==> src/rtl/nn_pkg.sv <==
// Shared definitions for the activation scheduler and the neuron-side logic:
// width helpers, the FSM encoding and the saturating ReLU rule.
package nn_pkg;

    // Widest accumulator / result the sat_relu() helper can handle.
    localparam int ACC_MAX = 128;

    typedef enum logic [1:0] {
        ST_IDLE  = 2'd0,
        ST_RUN   = 2'd1,
        ST_DRAIN = 2'd2
    } state_e;

    // Accumulator width: full product width plus guard bits.
    function automatic int acc_width(input int data_w, input int ext_w);
        return 2 * data_w + ext_w;
    endfunction

    // Width of a neuron index; never narrower than one bit.
    function automatic int idx_width(input int n);
        return (n < 2) ? 1 : $clog2(n);
    endfunction

    // Saturating ReLU. x holds an acc_w-bit signed accumulator, zero-extended
    // to ACC_MAX. Negative values clamp to 0; anything with a set bit in the
    // integer/guard field above the output slice clamps to the largest
    // positive output; otherwise the fixed-point window is passed through.
    // Only the low data_w bits of the result are meaningful.
    function automatic logic [ACC_MAX-1:0] sat_relu(
        input logic [ACC_MAX-1:0] x,
        input int                 acc_w,
        input int                 data_w,
        input int                 wint_w,
        input int                 ext_w
    );
        logic [ACC_MAX-1:0] r;
        logic               sat;
        int                 src;
        r   = '0;
        sat = 1'b0;
        src = 0;
        for (int i = 0; i < ACC_MAX; i++) begin
            if ((i >= acc_w - 1 - (wint_w + ext_w)) && (i < acc_w)) begin
                sat = sat | x[i];
            end
        end
        if (x[acc_w-1]) begin
            r = '0;
        end else if (sat) begin
            for (int j = 0; j < ACC_MAX; j++) begin
                if (j < data_w - 1) begin
                    r[j] = 1'b1;
                end
            end
        end else begin
            for (int j = 0; j < ACC_MAX; j++) begin
                src = data_w - wint_w + j;
                if ((j < data_w) && (src >= 0) && (src < ACC_MAX)) begin
                    r[j] = x[src];
                end
            end
        end
        return r;
    endfunction

endpackage

==> src/rtl/rr_arbiter.sv <==
// Round-robin arbiter: picks the first active request at or after ptr,
// wrapping around, and reports it as a one-hot grant plus its index.
module rr_arbiter #(
    parameter int N  = 8,
    parameter int IW = 3
) (
    input  logic [N-1:0]  req,
    input  logic [IW-1:0] ptr,
    input  logic          en,
    output logic [N-1:0]  gnt,
    output logic [IW-1:0] gnt_idx,
    output logic          gnt_valid
);

    // Rotating priority search starting at ptr; nothing is granted when en is low.
    always_comb begin
        int cand;
        cand      = 0;
        gnt       = '0;
        gnt_idx   = '0;
        gnt_valid = 1'b0;
        if (en) begin
            for (int k = 0; k < N; k++) begin
                cand = (int'(ptr) + k) % N;
                if (!gnt_valid && req[cand]) begin
                    gnt_valid = 1'b1;
                    gnt[cand] = 1'b1;
                    gnt_idx   = IW'(cand);
                end
            end
        end
    end

endmodule

==> src/rtl/relu_share_scheduler.sv <==
// Shares one registered ReLU/saturation stage among the accumulators of a
// layer. Accepted values are activated, buffered in a small FIFO with their
// neuron index and streamed out; layer_done marks the last result popped.
//
// Handshakes: a transfer happens on any cycle where valid and ready are both
// high (in_valid[i]&in_ready[i] upstream, out_valid&out_ready downstream).
// in_ready never depends on the value of in_data, and out_valid/out_data/
// out_idx hold steady while out_valid is high and out_ready is low.
module relu_share_scheduler
    import nn_pkg::*;
#(
    parameter  int NUM_NEURONS    = 8,
    parameter  int dataWidth      = 16,
    parameter  int weightIntWidth = 4,
    parameter  int IntWidthExtend = 10,
    parameter  int FIFO_DEPTH     = 4,
    localparam int ACC_W          = acc_width(dataWidth, IntWidthExtend),
    localparam int IDX_W          = idx_width(NUM_NEURONS)
) (
    input  logic                         clk,
    input  logic                         rst,
    input  logic                         layer_start,
    input  logic [NUM_NEURONS-1:0]       in_valid,
    input  logic [NUM_NEURONS*ACC_W-1:0] in_data,
    output logic [NUM_NEURONS-1:0]       in_ready,
    output logic                         out_valid,
    output logic [dataWidth-1:0]         out_data,
    output logic [IDX_W-1:0]             out_idx,
    input  logic                         out_ready,
    output logic                         busy,
    output logic                         layer_done
);

    localparam int PW   = $clog2(FIFO_DEPTH);
    localparam int CW   = PW + 1;
    localparam int PC_W = IDX_W + 1;

    state_e                 state_q, state_d;
    logic [NUM_NEURONS-1:0] served_q, served_d;
    logic [IDX_W-1:0]       ptr_q, ptr_d;
    logic [PC_W-1:0]        pop_cnt_q, pop_cnt_d;
    logic                   layer_done_q, layer_done_d;

    logic                   stage_valid_q, stage_valid_d;
    logic [dataWidth-1:0]   stage_data_q, stage_data_d;
    logic [IDX_W-1:0]       stage_idx_q, stage_idx_d;

    logic [dataWidth-1:0]   fifo_data_q [FIFO_DEPTH];
    logic [dataWidth-1:0]   fifo_data_d [FIFO_DEPTH];
    logic [IDX_W-1:0]       fifo_idx_q  [FIFO_DEPTH];
    logic [IDX_W-1:0]       fifo_idx_d  [FIFO_DEPTH];
    logic [PW-1:0]          wr_ptr_q, wr_ptr_d;
    logic [PW-1:0]          rd_ptr_q, rd_ptr_d;
    logic [CW-1:0]          fifo_count_q, fifo_count_d;

    logic [NUM_NEURONS-1:0] req;
    logic                   grant_en;
    logic [NUM_NEURONS-1:0] gnt;
    logic [IDX_W-1:0]       gnt_idx;
    logic                   gnt_valid;
    logic [ACC_MAX-1:0]     x_ext;
    logic [ACC_MAX-1:0]     act_full;
    logic [dataWidth-1:0]   act;
    logic                   push;
    logic                   pop;

    // Eligible requesters: valid and not yet served this layer. A grant also
    // needs a FIFO slot that is not already claimed by the activation stage.
    always_comb begin
        req      = in_valid & ~served_q;
        grant_en = (state_q == ST_RUN) &&
                   ((int'(fifo_count_q) + int'(stage_valid_q)) < FIFO_DEPTH);
    end

    rr_arbiter #(
        .N  (NUM_NEURONS),
        .IW (IDX_W)
    ) u_arb (
        .req       (req),
        .ptr       (ptr_q),
        .en        (grant_en),
        .gnt       (gnt),
        .gnt_idx   (gnt_idx),
        .gnt_valid (gnt_valid)
    );

    // Activation of the granted accumulator, registered in the stage below.
    always_comb begin
        x_ext    = ACC_MAX'(in_data[gnt_idx*ACC_W +: ACC_W]);
        act_full = sat_relu(x_ext, ACC_W, dataWidth, weightIntWidth, IntWidthExtend);
        act      = dataWidth'(act_full);
    end

    // Output side of the FIFO.
    always_comb begin
        out_valid = (fifo_count_q != '0);
        out_data  = out_valid ? fifo_data_q[rd_ptr_q] : '0;
        out_idx   = out_valid ? fifo_idx_q[rd_ptr_q]  : '0;
        pop       = out_valid & out_ready;
        push      = stage_valid_q;
        in_ready  = gnt;
        busy      = (state_q != ST_IDLE);
        layer_done = layer_done_q;
    end

    // Layer FSM, served mask, round-robin pointer and pop counter.
    always_comb begin
        state_d      = state_q;
        served_d     = served_q;
        ptr_d        = ptr_q;
        pop_cnt_d    = pop_cnt_q;
        layer_done_d = 1'b0;
        case (state_q)
            ST_IDLE: begin
                if (layer_start) begin
                    state_d   = ST_RUN;
                    served_d  = '0;
                    pop_cnt_d = '0;
                end
            end
            ST_RUN: begin
                if (&served_q) begin
                    state_d = ST_DRAIN;
                end
            end
            ST_DRAIN: begin
                if (int'(pop_cnt_q) == NUM_NEURONS) begin
                    state_d      = ST_IDLE;
                    layer_done_d = 1'b1;
                end
            end
            default: state_d = ST_IDLE;
        endcase
        if (gnt_valid) begin
            served_d[gnt_idx] = 1'b1;
            ptr_d = (int'(gnt_idx) == NUM_NEURONS - 1) ? '0 : gnt_idx + 1'b1;
        end
        if (pop) begin
            pop_cnt_d = pop_cnt_q + 1'b1;
        end
    end

    // Activation stage load and FIFO bookkeeping; push and pop may coincide.
    always_comb begin
        stage_valid_d = gnt_valid;
        stage_data_d  = act;
        stage_idx_d   = gnt_idx;
        fifo_data_d   = fifo_data_q;
        fifo_idx_d    = fifo_idx_q;
        wr_ptr_d      = wr_ptr_q;
        rd_ptr_d      = rd_ptr_q;
        fifo_count_d  = fifo_count_q;
        if (push) begin
            fifo_data_d[wr_ptr_q] = stage_data_q;
            fifo_idx_d[wr_ptr_q]  = stage_idx_q;
            wr_ptr_d              = wr_ptr_q + 1'b1;
        end
        if (pop) begin
            rd_ptr_d = rd_ptr_q + 1'b1;
        end
        case ({push, pop})
            2'b10:   fifo_count_d = fifo_count_q + 1'b1;
            2'b01:   fifo_count_d = fifo_count_q - 1'b1;
            default: fifo_count_d = fifo_count_q;
        endcase
    end

    // State registers; reset discards everything in flight.
    always_ff @(posedge clk) begin
        if (rst) begin
            state_q       <= ST_IDLE;
            served_q      <= '0;
            ptr_q         <= '0;
            pop_cnt_q     <= '0;
            layer_done_q  <= 1'b0;
            stage_valid_q <= 1'b0;
            stage_data_q  <= '0;
            stage_idx_q   <= '0;
            wr_ptr_q      <= '0;
            rd_ptr_q      <= '0;
            fifo_count_q  <= '0;
            for (int i = 0; i < FIFO_DEPTH; i++) begin
                fifo_data_q[i] <= '0;
                fifo_idx_q[i]  <= '0;
            end
        end else begin
            state_q       <= state_d;
            served_q      <= served_d;
            ptr_q         <= ptr_d;
            pop_cnt_q     <= pop_cnt_d;
            layer_done_q  <= layer_done_d;
            stage_valid_q <= stage_valid_d;
            stage_data_q  <= stage_data_d;
            stage_idx_q   <= stage_idx_d;
            wr_ptr_q      <= wr_ptr_d;
            rd_ptr_q      <= rd_ptr_d;
            fifo_count_q  <= fifo_count_d;
            fifo_data_q   <= fifo_data_d;
            fifo_idx_q    <= fifo_idx_d;
        end
    end

endmodule

==> config.mk <==
export PLATFORM = sky130hd
export DESIGN_NAME = relu_share_scheduler
export DESIGN_NICKNAME = d
export VERILOG_FILES = /design/src/rtl/nn_pkg.sv /design/src/rtl/rr_arbiter.sv /design/src/rtl/relu_share_scheduler.sv
export SDC_FILE = /design/constraint.sdc
export NUM_CORES = 1
export LEC_CHECK = 0
export BUFFER_PORTS_ARGS = -buffer_cell sky130_fd_sc_hd__buf_2
export CAP_MARGIN = 30
export CORE_AREA = 2 2 148 150
export CTS_CLUSTER_DIAMETER = 40
export DETAILED_ROUTE_END_ITERATION = 10
export DIE_AREA = 0 0 150 152
export PLACE_DENSITY = 0.81
export SYNTH_ARGS = -nofsm -noshare
export SYNTH_HDL_FRONTEND = slang
export SYNTH_SLANG_ARGS = --single-unit
==> constraint.sdc <==
create_clock -name clk -period 4.6 [get_ports clk]
set_input_delay 0.46 -clock clk [delete_from_list [all_inputs] [get_ports clk]]
set_output_delay 0.46 -clock clk [all_outputs]
set_load 0.005 [all_outputs]
======== Word-level counts from Yosys, hierarchy flattened ========
Index checks and enable logic that the tools add are counted.
operators by class
  add/sub/neg operators ................... 14
  $mul .................................... 1
  $lt $le $gt $ge ......................... 22
  equality and inequality tests ........... 9
  shift operators ......................... 1
  muxes and demuxes ....................... 110
  bitwise logic cells ..................... 35
  reduce and logical (&&, ||, !) cells .... 44
operators with widths
  cell                   number
  $shiftx A336 B10 Y42   1
  $mux W8                19
  $bwmux W64             1
  $mux W16               4
  $or A8 B8 Y8           8
  $mux W3                14
  $mux W1                41
  $lt A4 B5 Y1 const B   7
  $bmux W16 S2           1
  $demux W16 S2          1
  $ge A4 B1 Y1 const B   7
  $demux W1 S3           9
  $bmux W1 S3            8
  $reduce_or A3 Y1       8
  $logic_and A1 B1 Y1    18
  $mux W15               1
  $or A1 B1 Y1           14
  $add A3 B3 Y3 const B  4
  $bwmux W12             1
  $mux W4                3
  $add A3 B1 Y3 const B  3
  $and A8 B8 Y8          1
  $lt A3 B4 Y1 const B   2
  $mul A3 B5 Y8 const B  1
  33 further kinds       59
word-level totals
  register bits after elaboration ......... 121
  output and inout port bits .............. 30
  word-level logic and storage cells ...... 256

======== Longest topological paths before layout ========
  depth in word-level cells ............... 51
  mapped depth ............................ 20

======== By module ========
From an unflattened synthesis, not the netlist that was laid out.
unflattened totals
  cells, all modules ...................... 919
  area total of the unflattened synthesis .. 8186.6 µm²
by module, submodules not included
  module                times used  cells each  area an instance (µm²)  seq. area each (µm²)
  relu_share_scheduler  1           720         6621.4                  2422.3
  rr_arbiter            1           199         1565.3                  0.0

======== Worst setup path after synthesis ========
OpenSTA, ideal clock, no wires.
  kind .................................... register -> register
  start ................................... register ptr_q[1]
  end ..................................... register stage_data_q[13]
  library setup time ...................... 58 ps
  arrival time ............................ 4434 ps
  data required time ...................... 4542 ps
  slack ................................... 108 ps
  cell stages (with the launch flop) ...... 17
  buffers on the path ..................... 5
  clock period less this slack ............ 4492 ps
  path through ............................ dfxtp_1 -> clkbuf_1 -> clkinv_1 -> ha_1 -> clkbuf_1 -> mux4_2 -> or3_4 -> o32ai_2 -> a22oi_2 -> or2_1 -> buf_6 -> clkinv_4 -> buf_6 -> buf_6 -> mux2_2 -> a222oi_1 -> o21ba_1
on the way
  cells in the longest elaborated chain, start to end .. 49
RTL lines
  element                                                                 line                         text
  start, declared                                                         relu_share_scheduler.sv:40   logic [IDX_W-1:0] ptr_q, ptr_d;
  start signal, assigned                                                  relu_share_scheduler.sv:189  ptr_q <= ptr_d;
  parallel branches: the longest is 30 deep, another holds $add A3 B1 Y3  --
  $mux W3 *                                                               rr_arbiter.sv:25             if (!gnt_valid && req[cand]) begin
  $mux W3 *                                                               rr_arbiter.sv:22             if (en) begin
  net gnt_idx[1]                                                          relu_share_scheduler.sv:59   logic [IDX_W-1:0] gnt_idx;
  $mul A3 B5 Y8 *                                                         relu_share_scheduler.sv:89   x_ext = ACC_MAX'(in_data[gnt_idx*ACC_W +: ACC_W]);
  $shiftx A336 B10 Y42 *                                                  relu_share_scheduler.sv:89
  $or A1 B1 Y1 (14 in a row)                                              nn_pkg.sv:44                 sat = sat | x[i];
  $mux W15                                                                nn_pkg.sv:49                 end else if (sat) begin
  end signal, assigned                                                    relu_share_scheduler.sv:193  stage_data_q <= stage_data_d;
  end, declared                                                           relu_share_scheduler.sv:45   logic [dataWidth-1:0] stage_data_q, stage_data_d;
Mark *: on every way through the listed nets, which the timed path passes. The select of a mux whose other input is x is not followed.
A chain may end at the register's enable or synchronous reset.

======== Worst setup path in the final report ========
  start ................................... register ptr_q[1]
  end ..................................... register stage_data_q[5]
on the way
  cells in the longest elaborated chain, start to end .. 49
RTL lines
  element                                                                 line
  parallel branches: the longest is 30 deep, another holds $add A3 B1 Y3  --
  $mux W3 *                                                               rr_arbiter.sv:25
  $mux W3 *                                                               rr_arbiter.sv:22
  $mul A3 B5 Y8 *                                                         relu_share_scheduler.sv:89
  $shiftx A336 B10 Y42 *                                                  relu_share_scheduler.sv:89
  $or A1 B1 Y1 (14 in a row)                                              nn_pkg.sv:44
  $mux W15                                                                nn_pkg.sv:49
Every way passes the cells marked *. The select of a mux whose other input is x is not followed.

==> results.py <==
metrics = {
    "cts": {
        "clock_sinks": 121,
        "htree_levels": 4,
        "worstSkewPairLatency_ns": 0.42,
        "cts_hold_buf": 0,
        "cts_setup_buffers": 0,
        "numCtsBuffers": 17,
        "cts_root_buf": "clkbuf_16",
        "cts_tree": "yes",
        "clkTransAtPathRegs_ns": 0.06,
        "cts_buffer_depth": 2,
        "cts_resized": 0,
    },
    "setup_path": {
        "r2r_end": "stage_data_q[5]",
        "worstSetupEndpointType": "flop",
        "crit_type": "flop to flop",
        "critPathBufInv": 3,
        "startpoint_type": "flop",
        "crit_start": "ptr_q[1]",
        "worstPathCellList": "clkinv_1 > ha_1 > inv_2 > mux4_2 > mux2i_2 > o21ai_0 > a32oi_1 > a211o_4 > buf_12 > mux2i_1 > a211oi_1 > a211o_1 > o21ba_1",
        "r2r_slack_ns": 0.35,
        "worst-r2r-cell-count": 13,
        "required_ns": 4.95,
        "crit_cells": 13,
        "worst_path_max_delay_cell": "mux4_2",
        "slowest_delay_ns": 0.52,
        "rr_startpoint": "ptr_q[1]",
        "crit_arrival_ns": 4.60,
        "crit_fanout": 39,
        "endpoint": "stage_data_q[5]",
        "crit_family": "compound AO/OA/AOI/OAI gates",
    },
    "flow_run": {
        "max-cap-violations": 0,
    },
    "sta": {
        "fin_crit_sh_pct": 92.4,
        "timing.slew.headroom_pct": 38.3,
        "clock_skew_ns": 0.00795,
        "fmax_ghz": 0.235,
        "period_minus_slack_ns": 4.25,
        "hold_viol_final": 0,
        "timing.setup.tns_ns": 0,
        "rsz0062_at_grt": "no",
        "setup_viol": 0,
        "final.setup.worst_slack_ns": 0.350,
        "slew_viol_final": 0,
        "max_slew.worst_pin.slew_ns": 0.926,
    },
    "floorplan": {
        "core_area_um2": 21400,
        "initial_utilization_pct": 37.2,
        "rows": 54,
        "io_pins": 378,
        "die_x_um": 150,
        "dieArea_um2": 22800,
        "die_h_um": 152,
    },
    "routing": {
        "via_per_inst": 5.62,
        "dr.pass1.iters": 7,
        "via_count": 8334,
        "drc_errors": 0,
        "drt_iter0_markers": 826,
        "wirelength_um": 27100,
        "wl_per_cell_um": 18.3,
        "ant_nets": 0,
    },
    "logic_synthesis": {
        "syn_inst": 927,
        "synthFlopType": "dfxtp_1",
        "syn_area_per_cell_um2": 8.57,
        "synth_warnings": 0,
        "ys_seq_area_share_pct": 30.5,
        "synth_area_um2": 7950,
        "synth_area_leaders": "dfxtp_1, mux4_2, nand2_1",
        "yosysTopAreaCellShare_pct": 30.5,
        "synthArstFlopShare_pct": 0,
        "synth_edf_count": 0,
        "synth_cell_types": 71,
        "yosysTopAreaCell": "dfxtp_1",
        "syn_nets": 1291,
        "synth_seq_cells": 121,
    },
    "placed_design": {
        "place.gp.congestion": 0.963,
        "pre_cts_ws_ns": 0.0625,
        "io_buffers": 281,
        "hpwlAfterDp_um": 20700,
    },
    "global_routing": {
        "grt_max_degree": 44,
        "grt_pass1_vias": 7886,
        "grtUsageTotal_pct": 23.2,
        "grt_pass1_wl_um": 41200,
        "grt_overflow": 0,
        "antenna_found_initial": 3,
    },
    "min_path": {
        "min-delay-start": "fifo_data_q[15]",
        "min_path_type": "flop to flop",
    },
    "power_and_ir_drop": {
        "ir_worst_vdd_v": 0.000237,
        "power_density_nw_per_um2": 355,
        "cellLeakagePower_uw": 0.00429,
    },
    "layout": {
        "fillers": 2018,
        "drive_gt1_share_pct": 34.1,
        "area_delta_synth_final_pct": 28.5,
        "nets": 1552,
    },
    "outcome": {
        "status": "complete, no violations",
    },
}
-- power by group --
part,switching (µW),internal [µW]
Sequential,71.6,1110
Combinational,645,537
Clock,514,752
-- metrics by stage --
stage | area [µm²] | hold slack (ns) | util, % | total power [µW] | cells
final | 10200 | 0.452 | 47.8 | 3630 | 1484
after global routing | 10200 | 0.470 | 47.8 | 3790 | 1484
after CTS | 10200 | 0.455 | 47.6 | 3620 | 1480
after detailed placement | 9600 | 0.447 | 45.0 | 2360 | 1448
after global placement | 9600 | 0.438 | 45.0 | 2340 | 1448
after floorplan | 7950 | 0.433 | - | 1990 | 927
-- synthesized netlist by cell type, types with 3 or more instances --
cell,number
xnor2_1,4
ha_1,15
o22ai_1,22
a22oi_1,18
and2_1,24
nand3_1,6
or3_1,18
o21ba_1,15
nand3b_1,4
o31ai_1,15
o21ai_0,10
a211o_1,3
nand4_1,4
and3_1,3
a21oi_1,98
nor4_1,20
xor2_1,4
buf_2,13
inv_1,13
nor2b_1,10
nor3_1,11
nand2_1,188
a22o_1,5
buf_1,7
buf_6,8
dfxtp_1,121
a211oi_1,7
mux2_2,11
mux4_2,37
mux2_1,8
mux2i_1,53
nand2b_1,4
nor2_1,52
a222oi_1,15
clkbuf_1,37
-- registers in the layout, indices dropped and copies added, names as in the netlist --
register / flops
ptr_q: 3
wr_ptr_q: 2
fifo_count_q: 3
rd_ptr_q: 2
pop_cnt_q: 4
push: 1
stage_data_q: 16
served_q: 8
layer_done: 1
fifo_idx_q: 12
state_q: 2
fifo_data_q: 64
stage_idx_q: 3
-- cell type report --
type	instances	area, µm²	share of cell area (%)
diodes	3	7.51	0.0735
clock buffers	17	425	4.16
clock inverters	15	143	1.40
inverters	18	75.1	0.735
multi-input cells	722	5140	50.3
flip-flops and latches	121	2420	23.7
well taps	280	350	3.43
repair buffers	308	1650	16.2
-- worst register-to-register path, stage by stage, from the launching register on --
cell and delay [ns]:
dfxtp_1 0.41, clkinv_1 0.13, ha_1 0.38, inv_2 0.15
mux4_2 0.52, mux2i_2 0.31, o21ai_0 0.14, a32oi_1 0.28
a211o_4 0.35, buf_12 0.30, mux2i_1 0.37, a211oi_1 0.14
a211o_1 0.43, o21ba_1 0.29
-- per-layer routing --
layer / part of all wire (%) / wire length (µm) / vias to the layer above / global-route usage, %
met4: 3.5 / 943 / 0 / 9.30
met3: 7.9 / 2150 / 66 / 3.15
met2: 49 / 13200 / 440 / 38.4
li1: - / - / 3926 / -
met5: 0 / 0 / - / 0
met1: 40 / 10900 / 3902 / 30.3
-- worst min-delay path by stage --
stage          depth (start not counted)  slack, ns         endpoint
5_1_grt                                2       0.47  fifo_data_q[27]
3_3_place_gp                           2       0.44  fifo_data_q[37]
2_1_floorplan                          2       0.43  fifo_data_q[16]
6_report                               2       0.45  fifo_data_q[15]
3_5_place_dp                           2       0.45  fifo_data_q[11]
4_1_cts                                2       0.45   fifo_data_q[9]
-- cell families (layout without fill, tap and decap cells) --
kind of cell    count (synthesis)  after routing  share of synthesized area [%]
simple gates                  354            354                           20.5
compound gates                232            232                           20.2
flops                         121            121                           30.5
mux                           111            111                           20.2
buf+inv                        84            358                           5.07
fa+ha+maj                      16             16                           2.61
xor+xnor                        8              8                          0.881
other cells                     1              4                         0.0472
-- layout by cell type, fill, tap and decap left out, types with 18 or more instances in the layout --
| cell | netlist | routed |
|---|---|---|
| o22ai_1 | 22 | 22 |
| a21oi_1 | 98 | 98 |
| nor2_1 | 52 | 52 |
| mux2i_1 | 53 | 52 |
| buf_2 | 13 | 281 |
| nand2_1 | 188 | 188 |
| or3_1 | 18 | 18 |
| a22oi_1 | 18 | 18 |
| dfxtp_1 | 121 | 120 |
| buf_4 | 1 | 24 |
| mux4_2 | 37 | 37 |
| and2_1 | 24 | 24 |
| nor4_1 | 20 | 20 |
(Power assumes the default switching activity.)
